==> config.mk <==
export PLATFORM = sky130hd
export DESIGN_NAME = power_fn_pipe
export DESIGN_NICKNAME = d
export VERILOG_FILES = /design/src/rtl/power_fn_pipe.sv
export SDC_FILE = /design/constraint.sdc
export NUM_CORES = 1
export LEC_CHECK = 0
export BUFFER_PORTS_ARGS = -buffer_cell sky130_fd_sc_hd__buf_2
export CAP_MARGIN = 10
export CELL_PAD_IN_SITES_DETAIL_PLACEMENT = 0
export CELL_PAD_IN_SITES_GLOBAL_PLACEMENT = 1
export CORE_ASPECT_RATIO = 1.25
export CORE_MARGIN = 1.5
export CORE_UTILIZATION = 40
export DETAILED_ROUTE_END_ITERATION = 8
export PLACE_DENSITY_LB_ADDON = 0.1
export SLEW_MARGIN = 20
export SYNTH_ARGS = -nofsm -noshare
export SYNTH_HDL_FRONTEND = slang
export SYNTH_SLANG_ARGS = --single-unit
==> constraint.sdc <==
create_clock -name clk -period 9.1 [get_ports clk]
set_input_delay 0.91 -clock clk [delete_from_list [all_inputs] [get_ports clk]]
set_output_delay 0.91 -clock clk [all_outputs]
set_load 0.005 [all_outputs]
==> src/rtl/power_fn_pipe.sv <==
// power_fn_pipe -- two-stage valid/ready pipeline computing, bitwise on every
// channel, y = (a & c) | (b & (a ^ (c & d))), with per-channel output toggle
// statistics.
//
// Ports:
//   clk, rst_n          clock, asynchronous active-low reset
//   in_valid/in_ready   input handshake for operand set n_1..n_4 (a, b, c, d)
//   n_1..n_4            NCH*W operands, channel k at [k*W +: W]
//   out_valid/out_ready output handshake for out_y
//   out_y               NCH*W result, channel-packed like the operands
//   tog_clr             synchronous clear of toggle statistics
//   tog_cnt             NCH*CNT_W per-channel saturating output toggle counts
//   tog_sat             NCH sticky per-channel saturation flags
module power_fn_pipe #(
  parameter int unsigned W     = 8,
  parameter int unsigned NCH   = 4,
  parameter int unsigned CNT_W = 16
) (
  input  logic                 clk,
  input  logic                 rst_n,
  input  logic                 in_valid,
  output logic                 in_ready,
  input  logic [NCH*W-1:0]     n_1,
  input  logic [NCH*W-1:0]     n_2,
  input  logic [NCH*W-1:0]     n_3,
  input  logic [NCH*W-1:0]     n_4,
  output logic                 out_valid,
  input  logic                 out_ready,
  output logic [NCH*W-1:0]     out_y,
  input  logic                 tog_clr,
  output logic [NCH*CNT_W-1:0] tog_cnt,
  output logic [NCH-1:0]       tog_sat
);

  localparam logic [CNT_W:0] CNT_MAX = {1'b0, {CNT_W{1'b1}}};

  logic             s1_full;
  logic             s2_full;
  logic             s1_moves;
  logic             in_xfer;
  logic             out_xfer;
  logic [NCH*W-1:0] p_q;
  logic [NCH*W-1:0] q_q;
  logic [NCH*W-1:0] r_q;
  logic [NCH*W-1:0] y_q;

  logic [W-1:0]     last_y [NCH];
  logic [CNT_W-1:0] cnt_q  [NCH];
  logic [CNT_W:0]   sum    [NCH];

  function automatic logic [CNT_W:0] popcount(input logic [W-1:0] v);
    logic [CNT_W:0] c;
    c = '0;
    for (int unsigned i = 0; i < W; i++) begin
      c = c + {{CNT_W{1'b0}}, v[i]};
    end
    return c;
  endfunction

  // S1 drains whenever S2 is empty or S2's result leaves this cycle.
  assign s1_moves  = s1_full & (~s2_full | out_ready);
  // Gated by rst_n so the block refuses input while held in reset.
  assign in_ready  = rst_n & (~s1_full | s1_moves);
  assign in_xfer   = in_valid & in_ready;
  assign out_xfer  = s2_full & out_ready;
  assign out_valid = s2_full;
  assign out_y     = y_q;

  always_ff @(posedge clk or negedge rst_n) begin
    if (!rst_n) begin
      s1_full <= 1'b0;
      s2_full <= 1'b0;
      p_q     <= '0;
      q_q     <= '0;
      r_q     <= '0;
      y_q     <= '0;
    end else begin
      if (in_xfer)
        s1_full <= 1'b1;
      else if (s1_moves)
        s1_full <= 1'b0;

      if (s1_moves)
        s2_full <= 1'b1;
      else if (out_xfer)
        s2_full <= 1'b0;

      // Data registers only load on an accepted transfer (operand isolation).
      if (in_xfer) begin
        p_q <= n_1 & n_3;
        q_q <= n_2;
        r_q <= n_1 ^ (n_3 & n_4);
      end
      if (s1_moves)
        y_q <= p_q | (q_q & r_q);
    end
  end

  always_comb begin
    sum = '{default: '0};
    for (int unsigned k = 0; k < NCH; k++) begin
      sum[k] = {1'b0, cnt_q[k]} + popcount(y_q[k*W +: W] ^ last_y[k]);
    end
  end

  always_ff @(posedge clk or negedge rst_n) begin
    if (!rst_n) begin
      for (int unsigned k = 0; k < NCH; k++) begin
        last_y[k]  <= '0;
        cnt_q[k]   <= '0;
        tog_sat[k] <= 1'b0;
      end
    end else begin
      for (int unsigned k = 0; k < NCH; k++) begin
        if (out_xfer)
          last_y[k] <= y_q[k*W +: W];
        // Clear outranks a coincident count update; last_y still follows.
        if (tog_clr) begin
          cnt_q[k]   <= '0;
          tog_sat[k] <= 1'b0;
        end else if (out_xfer) begin
          if (sum[k] > CNT_MAX) begin
            cnt_q[k]   <= '1;
            tog_sat[k] <= 1'b1;
          end else begin
            cnt_q[k] <= sum[k][CNT_W-1:0];
          end
        end
      end
    end
  end

  for (genvar g = 0; g < NCH; g++) begin : g_pack
    assign tog_cnt[g*CNT_W +: CNT_W] = cnt_q[g];
  end

endmodule

==> impl_results.md, run 1 <==
* Final Util at 48.7%
* Worst slew pin tran at 938 ps
* Post-synth ARST share at 100%
* Detailed Route Iter0 Violations at 307
* Top post-synthesis cells by area: dfrtp_1 52%, nand2_1 8.2%, xor2_1 5.9%
* First-pass GRT wire length at 42.1 mm
* Critical Path RT at 9450 ps
* DR DRC count at 0
* Drt wl/cell at 14.9 um
* Period utilization at 50.5%
* Yosys warns at 0
* Clock transition at path regs at 60 ps
* Rows at 68
* Average cell area after synthesis at 10.1 um2
* Total grt overflow at 0
* Syn nets at 1288
* RSZ-0062 raised after global routing: false
* Max FO, Critical Path at 15
* CTS tree: yes
* Yosys top cell by area: dfrtp_1
* Post-CTS Hold Fix Bufs at 0
* Synth top area share at 51.5%
* Nets at 1507
* Die width at 152 um
* P per Cell Area at 300 mW/mm2
* Max Transition Viols Final at 0
* Placer congestion estimate at 0.748
* Die H at 190 um
* Area delta synth->final at 20.2%
* Max-Cap Viols at 0
* Final wirelength at 25.3 mm
* Vias/cell at 4.83
* Layout cells sized above 1 at 24.7%
* Startpoint Class: register
* Number of global-route vias before repair at 8061
* Dpl cells at 1654
* Setup violators final at 0
* Die area at 0.0290 mm2
* Syn Inst Count at 1111
* Root Driver: clkbuf_16
* Setup TNS at 0 ps
* Pin count of the biggest net entering global routing at 89
* Achievable clock frequency at 218 MHz
* Final hold violations at 0
* Mapped cell area at 0.0112 mm2
* Initial core utilization at 40.5%
* Post-CTS Setup Inserts at 0
* Overall routing resource usage at 17.7%
* WP data arrival at 4940 ps
* Io pins at 235
* WHS at 378 ps
* Clk_skew at 6.73 ps
* # H-tree levels at 1
* Initial antenna violation count at 2
* Final std cells w/o fill at 1698
* Crit path kind: register to register
* Worst-case headroom to the max-slew limit at 37.5%
* Most frequent cells in the layout: 242 x nand2_1, 233 x buf_2, 230 x dfrtp_1, 122 x o21ai_0, 75 x xor2_1
* Seq/Total Area, Yosys at 51.5%
* Post-synth EDFFs at 0
* Dpl hpwl at 17.7 mm
* Leak at 6.59 nW
* Ys flop type: dfrtp_1
* Worst setup EP type: register
* Hold Crit Class: primary input to asynchronous set/reset pin
* CTS resizes at 0
* Area of the core at 0.0276 mm2
* Filler cells at 2718
* I/O Buffers at 234
* Most common cell after layout, fill and taps aside: nand2_1
* Status: completed
* Longest Clk Path Bufs at 3
* Synthesis-stage register bit count at 230
* CTS buffer count at 24
* Antenna viol nets, final at 0
* Minimum clock period at 4600 ps
* Sink Count at 230
* Synth cell types at 57
* Clk_lat worst skew at 510 ps
* Via Count at 8208
* VDD IR-drop max at 0.181 mV
* Pre-antenna DRT Iters at 5
## kinds of logic after synthesis
kind of cell | share of synthesized area [%]
AOI/OAI and AO/OA | 11.4
and+or+nand+nor | 15.1
adders and majority gates | 6.27
xor gates and xnor gates | 8.39
muxes | 4.48
buffers and inverters | 2.84
DFF | 51.5
## layout make-up
| class | count | area [um2] | area share, % |
|---|---|---|---|
| antenna | 1 | 2.50 | 0.0186 |
| clock buffer | 31 | 688 | 5.12 |
| clock inverter | 12 | 140 | 1.04 |
| inverter | 18 | 67.6 | 0.503 |
| multi-input combinational | 815 | 5110 | 38.0 |
| sequential | 230 | 5760 | 42.8 |
| tap | 350 | 438 | 3.26 |
| timing repair buffer | 241 | 1230 | 9.18 |
## synthesized netlist by cell type (16+ instances only)
| cell | number |
|---|---|
| a21oi_1 | 73 |
| dfrtp_1 | 230 |
| clkbuf_1 | 16 |
| buf_2 | 19 |
| ha_1 | 24 |
| mux2_2 | 30 |
| nand3_1 | 23 |
| xnor2_1 | 32 |
| fa_1 | 20 |
| nand2_1 | 243 |
| inv_1 | 18 |
| o21ai_0 | 122 |
| nor2_1 | 61 |
| xor2_1 | 75 |
## worst max-delay path: stages (launching register included)
cell and delay, ps:
dfrtp_1 410, xor2_1 190, fa_1 470, fa_1 540, inv_1 50, fa_1 530
inv_1 60, fa_1 470, fa_1 430, a21o_1 210, a21oi_2 290, nor2_1 130
nand4_1 450, o21ai_0 210
## report_power, final
| group | leakage (nW) | internal (mW) | total [mW] | switching, mW |
|---|---|---|---|---|
| sequential | 2.92 | 1.20 | 1.34 | 0.143 |
| combinational | 3.26 | 0.761 | 1.66 | 0.899 |
| clock | 0.409 | 0.617 | 1.02 | 0.406 |
## sequential cells by signal, indices dropped and copies added, names as in the netlist
name,count
last_y,32
tog_cnt,64
out_valid,1
q_q,32
out_y,32
p_q,32
r_q,32
s1_full,1
tog_sat,4
## path summary, 6_finish.rpt
check | from | end | slack (ps) | cells after the start
max | out_y[24]$_DFFE_PN0P_ | tog_cnt[56]$_DFFE_PN0P_ | 4500 | 13
min | rst_n | tog_cnt[57]$_DFFE_PN0P_ | 380 | 1
max reg2reg | out_y[24]$_DFFE_PN0P_ | tog_cnt[56]$_DFFE_PN0P_ | 4500 | 13
min reg2reg | p_q[6]$_DFFE_PN0P_ | p_q[6]$_DFFE_PN0P_ | 480 | 2
max in group asynchronous | rst_n | out_y[4]$_DFFE_PN0P_ | 7270 | 2
min in group clk | p_q[6]$_DFFE_PN0P_ | p_q[6]$_DFFE_PN0P_ | 480 | 2
## per-stage QoR
step / setup WS, ps / power (mW) / area (um2)
floorplan: 4960 / 2.58 / 11200
global placement: 4550 / 3.03 / 12600
detailed placement: 4460 / 3.07 / 12600
CTS: 4440 / 4.10 / 13400
global route: 4190 / 4.42 / 13400
finish: 4500 / 4.03 / 13400
## per-layer routing
metal / global-route usage (%) / wire length, um
met1: 25.2 / 12100
met2: 28.3 / 11400
met3: 3.21 / 1270
met4: 3.88 / 402
met5: 0 / 12
Power figures use the tool's default switching activity.
==> run 2: changes to the inputs <==
--- a/config.mk
+++ b/config.mk
@@ -11,7 +11,7 @@
 export CELL_PAD_IN_SITES_GLOBAL_PLACEMENT = 1
 export CORE_ASPECT_RATIO = 1.25
 export CORE_MARGIN = 1.5
-export CORE_UTILIZATION = 40
+export CORE_UTILIZATION = 38
 export DETAILED_ROUTE_END_ITERATION = 8
 export PLACE_DENSITY_LB_ADDON = 0.1
 export SLEW_MARGIN = 20
==> constraint.sdc (replaced) <==
create_clock -name clk -period 4.2 [get_ports clk]
set_input_delay 0.42 -clock clk [delete_from_list [all_inputs] [get_ports clk]]
set_output_delay 0.42 -clock clk [all_outputs]
set_load 0.005 [all_outputs]
==> run 2 against run 1 <==
Compared with the run above: cell count rose by 4.1%; total power rose by 120%; sequential share of layout area fell by 0.94 points; via count rose by 1.6%; global-route usage fell by 0.26 points; combinational power rose by 140%; hold slack got worse by 260 ps; design area rose by 2.2%; clock-buffer cell count rose by 5.
==> impl_results.md, run 2 (synthesis results as in run 1) <==
* Initial antenna violation count at 1 (-1)
* Root Driver: clkbuf_16
* Final WS setup at 201 ps (-4300 ps)
* Worst-case headroom to the max-slew limit at 37.2% (-0.24 points)
* Io pins at 235 (unchanged)
* Max FO, Critical Path at 5 (-10)
* Routed met2 length at 12.4 mm (+8.1%)
* CTS buffer count at 25 (+4.2%)
* Drt wl/cell at 15.0 um (+0.71%)
* Nets at 1533 (+1.7%)
* Initial core utilization at 38.4% (-2.1 points)
* Critical Path RT at 4570 ps (-4880 ps)
* Leak at 6.68 nW (+1.5%)
* Die area at 0.0304 mm2 (+5.2%)
* Pre-CTS setup slack at -38.1 ps (-4500 ps)
* Final wirelength at 26.5 mm (+4.8%)
* Largest stage delay, worst path at 520 ps (-20 ps)
* Period utilization at 95.2% (+45 points)
* Buf/Inv on CP at 3 (+1)
* Total grt overflow at 0 (unchanged)
* # H-tree levels at 1 (unchanged)
* Dpl hpwl at 18.6 mm (+5.0%)
* Sink Count at 230 (unchanged)
* Most common cell after layout, fill and taps aside: nand2_1
* Rows at 70 (+2.9%)
* Pin count of the biggest net entering global routing at 89 (unchanged)
* Most frequent cell on the critical path: fa_1
* Placer congestion estimate at 0.771 (+3.1%)
* Area of the core at 0.0291 mm2 (+5.5%)
* Overall routing resource usage at 17.4% (-0.26 points)
* Metal3 WL at 1.18 mm (-7.0%)
* Dpl cells at 1717 (+3.8%)
* Achievable clock frequency at 250 MHz (+15%)
* Startpoint Class: register
* Die width at 156 um (+2.5%)
* VDD IR-drop max at 0.412 mV (+130%)
* Antenna viol nets, final at 0 (unchanged)
* Crit path kind: register to register
* Clock transition at path regs at 60 ps (about the same)
* Longest Clk Path Bufs at 3 (unchanged)
* Minimum clock period at 4000 ps (-596 ps)
* Max Transition Viols Final at 0 (unchanged)
* Wl on met1 at 12.6 mm (+3.9%)
* Hold Crit Class: primary input to register
* Area delta synth->final at 22.9%
* Clk_lat worst skew at 510 ps (about the same)
* Crit-path leading delay family: adder cells
* RSZ-0062 raised after global routing: true
* Ant diodes at 0 (-1)
* Top layer in use: met5
* I/O Buffers at 234 (unchanged)
* Vias/cell at 4.72 (-2.4%)
* DR DRC count at 0 (unchanged)
* CTS tree: yes
* Most frequent cells in the layout: 242 x nand2_1, 234 x buf_2, 230 x dfrtp_1, 122 x o21ai_0, 73 x a21oi_1
* Final std cells w/o fill at 1767 (+4.1%)
* Worst slew pin tran at 941 ps (+3.67 ps)
* Worst setup EP type: register
* First-pass GRT wire length at 42.8 mm (+1.8%)
* Clk_skew at 14.8 ps (+8.07 ps)
* Cell Chain, Critical Path: xor2_2, fa_1, fa_1, inv_1, fa_1, inv_1, fa_2, fa_2, a21o_1, a21oi_4, nor2_4, nand4_1, buf_2, o21ai_0
* WHS at 121 ps (-257 ps)
* Pre-antenna DRT Iters at 7 (+2)
* Detailed Route Iter0 Violations at 280 (-8.8%)
* WP data arrival at 4370 ps (-570 ps)
* Setup violators final at 0 (unchanged)
* Max-Cap Viols at 0 (unchanged)
* Filler cells at 2885 (+6.1%)
* Layout cells sized above 1 at 26.8% (+2.0 points)
* Slowest-stage cell, CP: fa_1
* Max FFs per register at 64 (unchanged)
* Final hold violations at 0 (unchanged)
* Die H at 195 um (+2.6%)
* Number of global-route vias before repair at 8174 (+1.4%)
* P per Cell Area at 660 mW/mm2 (+120%)
* Status: completed
* Via Count at 8339 (+1.6%)
[run 2: repair_timing]
| action | in CTS | in global routing |
|---|---|---|
| hold endpoints to repair | 24 | 0 |
| endpoints found under the setup margin | 14 | 66 |
| pin swaps | 0 | 16 |
| gates resized for setup | 2 | 19 |
| hold buffers | 1 | 0 |
| gates cloned | 0 | 1 |
| buffers inserted | 0 | 6 |
[run 2: final timing paths]
check                                 startpoint                       to  slack (ps)  cells after the start
max                        last_y[0]$_DFFE_PN0P_   tog_sat[3]$_DFFE_PN0P_         200                     14
min                                      n_2[22]      q_q[22]$_DFFE_PN0P_         120                      2
max reg2reg                last_y[0]$_DFFE_PN0P_   tog_sat[3]$_DFFE_PN0P_         200                     14
min reg2reg                   r_q[3]$_DFFE_PN0P_       r_q[3]$_DFFE_PN0P_         480                      2
max in group asynchronous                  rst_n      r_q[25]$_DFFE_PN0P_        2650                      3
min in group asynchronous                  rst_n  tog_cnt[57]$_DFFE_PN0P_         330                      2
[run 2: stage by stage]
| step | TNS [ps] | instance area (um2) | utilization, % | power (mW) |
|---|---|---|---|---|
| global placement | 0 | 12800 | 44.0 | 6.64 |
| floorplan | 0 | 11200 | - | 5.60 |
| CTS | 0 | 13600 | 46.8 | 8.94 |
| finish | 0 | 13700 | 47.2 | 9.06 |
| detailed placement | -167 | 12800 | 44.0 | 6.73 |
| global route | -23.6 | 13700 | 47.2 | 9.91 |
[run 2: layout make-up]
| class | instances | area, um2 | share of cell area, % |
|---|---|---|---|
| tap | 396 | 495 | 3.61 |
| inverter | 18 | 67.6 | 0.492 |
| multi-input combinational | 815 | 5200 | 37.8 |
| sequential | 230 | 5760 | 41.9 |
| clock buffer | 36 | 697 | 5.07 |
| clock inverter | 6 | 80.1 | 0.583 |
| timing repair buffer | 266 | 1440 | 10.5 |
[run 2: metal layers]
layer	global-route usage (%)	vias up
met3	2.92	21
met4	3.07	2
met1	24.7	3906
met2	28.3	173
met5	0	-
li1	-	4237
[run 2: power by group]
part	internal, mW	leakage (nW)	switching [mW]
registers	2.60	2.92	0.316
clock network	1.26	0.383	0.876
logic	1.92	3.38	2.09
[run 2: worst register-to-register path, stage by stage (launching register included)]
cell	delay, ps
dfrtp_1	410
xor2_2	190
fa_1	490
fa_1	490
inv_1	50
fa_1	520
inv_1	60
fa_2	390
fa_2	380
a21o_1	200
a21oi_4	210
nor2_4	60
nand4_1	170
buf_2	180
o21ai_0	80
